$ cat src/rtl/mem_sp_req_ctrl.sv
// mem_sp_req_ctrl
//
// Request-side controller for a single-port SRAM macro (mem_sp_sky130). It is
// the only agent driving the macro port. Read/write requests arrive on a
// valid/ready channel and are issued at up to one per cycle. Reads are tracked
// through the fixed macro read latency and their data is returned, in request
// order, on a backpressurable first-word-fall-through response channel. After
// reset the array can optionally be swept to a constant value.
//
// Ports
//   clk, rst_n                 clock, asynchronous active-low reset
//   req_vld/req_rdy            request handshake (accept on vld && rdy)
//   req_we, req_addr,
//   req_wdata, req_bwe         request payload (1 = write, 0 = read)
//   rsp_vld/rsp_rdy, rsp_data  read response channel (pop on vld && rdy)
//   mem_addr, mem_wen, mem_ren,
//   mem_wdata, mem_bwe         registered drive into the SRAM macro
//   mem_rdata                  read data from the SRAM macro
//   init_done                  high once the controller accepts requests
module mem_sp_req_ctrl #(
   parameter int                  DATA_BIT  = 32,
   parameter int                  DEPTH     = 128,
   parameter int                  ADDR_BIT  = $clog2(DEPTH),
   parameter int                  RD_LAT    = 2,
   parameter int                  RSP_DEPTH = 4,
   parameter int                  INIT_EN   = 1,
   parameter logic [DATA_BIT-1:0] INIT_VAL  = '0
) (
   input  logic                clk,
   input  logic                rst_n,
   input  logic                req_vld,
   output logic                req_rdy,
   input  logic                req_we,
   input  logic [ADDR_BIT-1:0] req_addr,
   input  logic [DATA_BIT-1:0] req_wdata,
   input  logic [DATA_BIT-1:0] req_bwe,
   output logic                rsp_vld,
   input  logic                rsp_rdy,
   output logic [DATA_BIT-1:0] rsp_data,
   output logic [ADDR_BIT-1:0] mem_addr,
   output logic                mem_wen,
   output logic                mem_ren,
   output logic [DATA_BIT-1:0] mem_wdata,
   output logic [DATA_BIT-1:0] mem_bwe,
   input  logic [DATA_BIT-1:0] mem_rdata,
   output logic                init_done
);

   localparam int CNT_BIT = $clog2(RSP_DEPTH + 1);
   localparam int PTR_BIT = (RSP_DEPTH > 1) ? $clog2(RSP_DEPTH) : 1;
   // Wide enough for FIFO count plus every pipe bit, even though the credit
   // rule keeps the sum at or below RSP_DEPTH.
   localparam int OCC_BIT = $clog2(RSP_DEPTH + RD_LAT + 2);

   typedef enum logic {
      ST_INIT = 1'b0,
      ST_RUN  = 1'b1
   } state_t;

   state_t              state_q, state_d;
   logic [ADDR_BIT-1:0] icnt_q, icnt_d;
   logic                init_wr_done_q, init_wr_done_d;

   logic [ADDR_BIT-1:0] mem_addr_q, mem_addr_d;
   logic                mem_wen_q, mem_wen_d;
   logic                mem_ren_q, mem_ren_d;
   logic [DATA_BIT-1:0] mem_wdata_q, mem_wdata_d;
   logic [DATA_BIT-1:0] mem_bwe_q, mem_bwe_d;

   logic [RD_LAT:0]     rd_pipe_q, rd_pipe_d;
   logic                rd_issue;

   logic [DATA_BIT-1:0] fifo_q [RSP_DEPTH];
   logic [DATA_BIT-1:0] fifo_d [RSP_DEPTH];
   logic [PTR_BIT-1:0]  wr_ptr_q, wr_ptr_d;
   logic [PTR_BIT-1:0]  rd_ptr_q, rd_ptr_d;
   logic [CNT_BIT-1:0]  fifo_cnt_q, fifo_cnt_d;

   logic [OCC_BIT-1:0]  inflight;
   logic [OCC_BIT-1:0]  occ;
   logic                push;
   logic                pop;
   logic                fifo_full;

   // Pointer advance with explicit wrap so RSP_DEPTH need not be a power of two.
   function automatic logic [PTR_BIT-1:0] ptr_inc(input logic [PTR_BIT-1:0] p);
      if (p == PTR_BIT'(RSP_DEPTH - 1)) begin
         return '0;
      end
      return p + 1'b1;
   endfunction

   // Occupancy: reads still travelling through the macro plus queued responses.
   always_comb begin
      inflight = '0;
      for (int i = 0; i <= RD_LAT; i++) begin
         inflight = inflight + OCC_BIT'(rd_pipe_q[i]);
      end
      occ = inflight + OCC_BIT'(fifo_cnt_q);
   end

   // FSM, credit check and macro drive
   always_comb begin
      state_d        = state_q;
      icnt_d         = icnt_q;
      init_wr_done_d = init_wr_done_q;
      mem_addr_d     = mem_addr_q;
      mem_wdata_d    = mem_wdata_q;
      mem_bwe_d      = mem_bwe_q;
      mem_wen_d      = 1'b0;
      mem_ren_d      = 1'b0;
      rd_issue       = 1'b0;
      req_rdy        = 1'b0;

      case (state_q)
         ST_INIT: begin
            if (INIT_EN == 0) begin
               state_d = ST_RUN;
            end else if (init_wr_done_q) begin
               // The last sweep write is on the macro port this cycle.
               state_d = ST_RUN;
            end else begin
               mem_wen_d   = 1'b1;
               mem_addr_d  = icnt_q;
               mem_wdata_d = INIT_VAL;
               mem_bwe_d   = '1;
               if (icnt_q == ADDR_BIT'(DEPTH - 1)) begin
                  init_wr_done_d = 1'b1;
               end else begin
                  icnt_d = icnt_q + 1'b1;
               end
            end
         end
         ST_RUN: begin
            // Writes are gated by the same credit so issue order stays simple.
            req_rdy = (occ < OCC_BIT'(RSP_DEPTH));
            if (req_vld && req_rdy) begin
               mem_addr_d  = req_addr;
               mem_wdata_d = req_wdata;
               mem_bwe_d   = req_bwe;
               mem_wen_d   = req_we;
               mem_ren_d   = !req_we;
               rd_issue    = !req_we;
            end
         end
         default: state_d = ST_INIT;
      endcase
   end

   // Read-valid pipe and response FIFO
   always_comb begin
      rd_pipe_d[0] = rd_issue;
      for (int i = 1; i <= RD_LAT; i++) begin
         rd_pipe_d[i] = rd_pipe_q[i-1];
      end

      push      = rd_pipe_q[RD_LAT];
      pop       = rsp_vld && rsp_rdy;
      fifo_full = (fifo_cnt_q == CNT_BIT'(RSP_DEPTH));

      fifo_d     = fifo_q;
      wr_ptr_d   = wr_ptr_q;
      rd_ptr_d   = rd_ptr_q;
      fifo_cnt_d = fifo_cnt_q;

      // When full, push and pop share a slot: the head is consumed this cycle
      // and its slot is refilled at the same edge.
      if (push) begin
         fifo_d[wr_ptr_q] = mem_rdata;
         wr_ptr_d         = ptr_inc(wr_ptr_q);
      end
      if (pop) begin
         rd_ptr_d = ptr_inc(rd_ptr_q);
      end
      if (push && !pop) begin
         fifo_cnt_d = fifo_cnt_q + 1'b1;
      end else if (!push && pop) begin
         fifo_cnt_d = fifo_cnt_q - 1'b1;
      end
   end

   always_ff @(posedge clk or negedge rst_n) begin
      if (!rst_n) begin
         state_q        <= ST_INIT;
         icnt_q         <= '0;
         init_wr_done_q <= 1'b0;
         mem_addr_q     <= '0;
         mem_wen_q      <= 1'b0;
         mem_ren_q      <= 1'b0;
         mem_wdata_q    <= '0;
         mem_bwe_q      <= '0;
         rd_pipe_q      <= '0;
         wr_ptr_q       <= '0;
         rd_ptr_q       <= '0;
         fifo_cnt_q     <= '0;
         for (int i = 0; i < RSP_DEPTH; i++) begin
            fifo_q[i] <= '0;
         end
      end else begin
         state_q        <= state_d;
         icnt_q         <= icnt_d;
         init_wr_done_q <= init_wr_done_d;
         mem_addr_q     <= mem_addr_d;
         mem_wen_q      <= mem_wen_d;
         mem_ren_q      <= mem_ren_d;
         mem_wdata_q    <= mem_wdata_d;
         mem_bwe_q      <= mem_bwe_d;
         rd_pipe_q      <= rd_pipe_d;
         wr_ptr_q       <= wr_ptr_d;
         rd_ptr_q       <= rd_ptr_d;
         fifo_cnt_q     <= fifo_cnt_d;
         fifo_q         <= fifo_d;
      end
   end

   assign rsp_vld   = (fifo_cnt_q != '0);
   assign rsp_data  = fifo_q[rd_ptr_q];
   assign mem_addr  = mem_addr_q;
   assign mem_wen   = mem_wen_q;
   assign mem_ren   = mem_ren_q;
   assign mem_wdata = mem_wdata_q;
   assign mem_bwe   = mem_bwe_q;
   assign init_done = (state_q == ST_RUN);

   // The credit rule makes overflow impossible; a push into a full FIFO
   // without a matching pop means the occupancy accounting is broken.
   a_no_overflow: assert property (@(posedge clk) disable iff (!rst_n)
      !(push && fifo_full && !pop));

endmodule

$ cat config.mk
export PLATFORM = sky130hd
export DESIGN_NAME = mem_sp_req_ctrl
export DESIGN_NICKNAME = d
export VERILOG_FILES = /design/src/rtl/mem_sp_req_ctrl.sv
export SDC_FILE = /design/constraint.sdc
export NUM_CORES = 1
export LEC_CHECK = 0
export ABC_AREA = 0
export BUFFER_PORTS_ARGS = -buffer_cell sky130_fd_sc_hd__buf_2
export CORE_UTILIZATION = 49
export CTS_BUF_LIST = sky130_fd_sc_hd__clkbuf_16
export DETAILED_ROUTE_END_ITERATION = 12
export PLACE_DENSITY = 0.77
export REMOVE_ABC_BUFFERS = 1
export SETUP_SLACK_MARGIN = 0.02
export SYNTH_ARGS = -nofsm -noshare
export SYNTH_HDL_FRONTEND = slang
export SYNTH_SLANG_ARGS = --single-unit
$ cat constraint.sdc
create_clock -name clk -period 2.4 [get_ports clk]
set_clock_uncertainty 0.05 [all_clocks]
set_input_delay 0.24 -clock clk [delete_from_list [all_inputs] [get_ports clk]]
set_output_delay 0.24 -clock clk [all_outputs]
set_load 0.1 [all_outputs]
* Word-level counts from Yosys, hierarchy flattened *
Cells that the tools add are included.

storage, ports and cells
  flip-flop bits (word level) = 220
  bits in read-only memories = 0
  word-level logic and storage cells = 85
  memories = 0
  bits in latches = 0
  bits in writable memories = 0

operators by class
  $lt $le $gt $ge = 4
  bitwise logic cells = 5
  muxes and demuxes = 35
  reduce and logical (&&, ||, !) cells = 12
  divide/modulo/power cells = 0
  eq/ne operators = 5
  shift operators = 0
  $add $sub $neg = 8
  $mul = 0

operators with widths
  operator                                                               count
  32-bit 2-to-1 mux                                                      7
  128-bit bitwise mux                                                    1
  32-bit case mux with 2 select lines                                    2
  32-bit binary-select mux with 2-bit select                             1
  32-bit demux with 2-bit select                                         1
  7-bit 2-to-1 mux                                                       2
  7-bit case mux with 2 select lines                                     1
  1-bit 2-to-1 mux                                                       13
  2-bit 2-to-1 mux                                                       4
  7-bit by 1-bit adder with 7-bit output (second input constant)         1
  7-bit equality test (second input constant)                            1
  3-bit >= comparator (second input constant)                            2
  3-bit 2-to-1 mux                                                       2
  2-bit inverter with 3-bit output                                       2
  1-bit logical AND                                                      5
  2-bit by 1-bit adder with 2-bit output (second input constant)         2
  2-bit equality test (second input constant)                            2
  2-bit by 1-bit adder with 3-bit output                                 1
  3-bit by 1-bit adder with 3-bit output (second input constant)         1
  3-bit adder                                                            1
  1-bit logical NOT                                                      3
  3-bit by 1-bit < comparator with 1-bit output (second input constant)  1
  3-bit < comparator (second input constant)                             1
  1-bit inverter                                                         3
  other kinds (9)                                                        9

* Longest topological paths before layout *
  depth after elaboration = 7
  gate-level depth with buffers = 8
  gate-level depth less buffers = 8

* Worst setup path before layout *
OpenSTA, ideal clock, no wires.

  path type = reg-to-output
  start point = register rd_pipe_q[0]
  end point = output port req_rdy
  arrival = 2.797 ns
  data required time = 2.110 ns
  slack = -0.687 ns
  cell stages (with the launch flop) = 6
  cells stage by stage = dfrtp_1 -> fa_1 -> ha_1 -> a31oi_4 -> xor2_1 -> and2_1

on the way
  cells in the longest elaborated chain, start to end = 5

RTL lines
  item                                    RTL line  source
  start: declaration                      70        logic [RD_LAT:0] rd_pipe_q, rd_pipe_d;
  start signal: assignment                208       rd_pipe_q <= rd_pipe_d;
  1-bit by 1-bit adder with 2-bit output  97        inflight = inflight + OCC_BIT'(rd_pipe_q[i]);
  2-bit by 1-bit adder with 3-bit output  97
  3-bit adder                             99        occ = inflight + OCC_BIT'(fifo_cnt_q);
  3-bit < comparator                      136       req_rdy = (occ < OCC_BIT'(RSP_DEPTH));
  1-bit 2-to-1 mux                        115       case (state_q)
  end: declaration                        32        output logic req_rdy,

Every way passes these cells.

* Final worst setup path *
  start point = register fifo_cnt_q[0]
  end point = output port req_rdy

on the way
  cells in the longest elaborated chain, start to end = 3

RTL lines
  item                      RTL line  source
  start: declaration        77        logic [CNT_BIT-1:0] fifo_cnt_q, fifo_cnt_d;
  start signal: assignment  211       fifo_cnt_q <= fifo_cnt_d;
  3-bit adder               99
  3-bit < comparator        136
  1-bit 2-to-1 mux          115

Every way passes these cells.

==> out/qor.txt <==
Worst EP arrival -> 2.40 ns
Startpoint types -> flop
Seq/Total Area, Yosys -> 0.587
Distinct cells, synth -> 37
CTS buffer count -> 23
Reg-to-Reg Start -> fifo_cnt_q[0]$_DFFE_PN0P_
DIE HEIGHT -> 140 um
Initial antenna violation count -> 1
Most frequent cells in the layout -> 218 x dfrtp_1, 181 x buf_2, 143 x mux2_2
RePlAce Congestion -> 0.835
DRT iter0 DRCs -> 449
Synthesized area per cell -> 13.4 um2
Average vias per placed instance -> 5.73
Top_reg_cell synth -> dfrtp_1
Clk slew on worst S/H paths -> 0.07 ns
Worst-skew pair later-pin latency -> 0.51 ns
Slew margin rel. -> 0.639
DR pass1 iterations -> 5
Vias in the first global route -> 7511
Worst Min Path Start -> rsp_rdy
TritonCTS Sinks -> 219
Placed cell areas -> 11300 um2
Site Rows -> 50
FF-to-FF setup slack -> -0.23 ns
CP required -> 2.11 ns
Final ANT Viol Nets -> 0
Worst r2r dst -> mem_wdata[30]$_DFFE_PN0P_
Post-route setup slack -> -0.292 ns
Asr flop ratio synth -> 1.00
Overall Global Routing Usage -> 0.253
Final period util -> 1.12
Max Slew Vio Count -> 0
Port bufs -> 215
Grt ovf -> 0
Pin count of the biggest net entering global routing -> 57
CP Class -> reg -> out
Core area -> 18700 um2
CTS H-tree depth -> 1
Fin crit period -> 2.69 ns
CTS root buf -> clkbuf_16
Overall routed net length -> 28.1 mm
Fin Setup TNS -> -6.42 ns
Synthesis-stage register bit count -> 219
CP Capture Type -> output port
Synth warnings -> 0
Final nets -> 1164
Final hold vios -> 0
Worst Hold Class -> in -> reg
Area grow syn2layout -> 45.5%
Post-route cell area -> 13600 um2
Remaining design rule violation count -> 0
RSZ-0062 raised after global routing -> true
Power Density -> 590 nW/um2
First-pass GRT wire length -> 38.8 mm
CP endpoint -> req_rdy
DIE AREA -> 19600 um2
Worst-Margin Slew -> 0.545 ns
Vias -> 7436
Post-synth EDFFs -> 0
Commonest non-fill, non-tap cell in the layout -> dfrtp_1
Leakage -> 5.90 nW
Failing checks -> negative setup slack
F_max -> 371 MHz
Peak VDD IR -> 501 uV
Share of layout cells above drive strength 1 -> 0.472
Worst Setup SP -> fifo_cnt_q[0]$_DFFE_PN0P_
WL per Instance -> 21.7 um
HPWL Detailed -> 13.7 mm
I/O pin cnt -> 216
Mapped Cells -> 695
Max FO, Critical Path -> 2
Max-cap violations -> 0
Status -> finished with violations
CTS tree -> yes
Synthesized area -> 9340 um2
Final Setup Violations -> 65
Initial Util -> 0.499
Die width -> 140 um
CTS max path bufs -> 3
Reg2Reg Depth -> 11
==> kinds of logic (layout without fill, tap and decap cells) <==
| kind of cell | after synthesis | count (layout) | synth area share |
|---|---|---|---|
| other | 0 | 1 | 0 |
| AO/OA/AOI/OAI | 74 | 74 | 0.0451 |
| flip-flops | 219 | 219 | 0.587 |
| buffers and inverters | 47 | 414 | 0.0253 |
| multiplexers | 177 | 177 | 0.252 |
| adder cells (fa/ha/maj) | 10 | 10 | 0.0150 |
| AND/OR/NAND/NOR | 160 | 160 | 0.0687 |
| XOR/XNOR | 8 | 8 | 0.00750 |
==> metrics by stage <==
step           setup WS (ns)  hold WS, ns  cells  utilization  power [mW]
3_5_place_dp          -0.105        0.197   1125        0.605        4.61
6_report              -0.292       0.0233   1297        0.726        8.02
2_1_floorplan          -4.52       -0.106    652            -        4.25
4_1_cts               -0.244       0.0280   1272        0.700        8.03
3_3_place_gp         -0.0177        0.190   1125        0.605        4.59
5_1_grt               -0.323       0.0290   1297        0.726        8.27
==> how the worst min path moves through the flow <==
stage                                           end  slack [ns]  cells after the start
after global placement      fifo_q[112]$_DFFE_PN0P_        0.19                      1
after detailed placement     fifo_q[80]$_DFFE_PN0P_        0.20                      1
after global routing        rd_ptr_q[0]$_DFFE_PN0P_        0.03                      3
after floorplan           fifo_cnt_q[0]$_DFFE_PN0P_       -0.11                      0
final                       rd_ptr_q[0]$_DFFE_PN0P_        0.02                      3
after CTS                   mem_addr[5]$_DFFE_PN0P_        0.03                      3
==> layer usage <==
layer / wire (um) / GRT usage
met2: 13800 / 0.432
met5: 0 / 0
met3: 2400 / 0.0540
met1: 10400 / 0.314
met4: 1550 / 0.101
==> synth_stat cells, types with 3 or more instances <==
cell type  instances  area share
clkbuf_1          12      0.0048
dfrtp_1          219        0.59
ha_1               8       0.011
xnor2_1            4      0.0037
mux2_2           144        0.17
nand4_1            3      0.0020
nor2_1            36       0.014
inv_1              3      0.0012
clkbuf_2           4      0.0021
nand2_1          109       0.044
nand3_1            3      0.0016
mux4_2            32       0.077
xor2_1             4      0.0037
buf_4              4      0.0032
o21ai_0           66       0.035
buf_2             20       0.011
==> state kept, by name (all words and copies together), names as in the netlist <==
signal and cells:
icnt_q 7, mem_addr 7, fifo_q 128, rd_ptr_q 2, init_wr_done_q 1, rd_pipe_q 3, mem_bwe 32, wr_ptr_q 2
init_done 1, mem_wdata 32, mem_wen 1, fifo_cnt_q 3
==> worst max-delay path, stage by stage (launching register included) <==
cell,delay [ns]
dfrtp_1,0.40
fa_2,0.41
ha_4,0.23
a31oi_4,0.18
buf_6,0.13
xor2_1,0.16
and2_4,0.18
buf_12,0.17
==> layout make-up <==
type	count	area, um2
sequential	219	5480
fill	1103	5120
multi-input combinational	429	3690
timing repair buffer	369	3420
clock buffer	23	576
tap	234	293
clock inverter	18	109
inverter	4	15.0
antenna	1	2.50
==> power by group <==
part | internal (mW) | leakage [nW] | switching (mW) | total (mW)
clock | 1.85 | 0.357 | 1.48 | 3.33
sequential | 3.80 | 2.56 | 0.0511 | 3.85
combinational | 0.399 | 2.98 | 0.435 | 0.834
==> timing repair <==
| item | CTS | global route |
|---|---|---|
| endpoints found under the setup margin | 66 | 44 |
| hold endpoints to repair | 246 | 0 |
| pin swaps | 3 | 1 |
| cloned | 1 | 14 |
| resized for setup | 4 | 48 |
| buffers inserted | 6 | 10 |
| hold buffers | 99 | 0 |
Note: power is estimated with default switching activity, not from simulation.
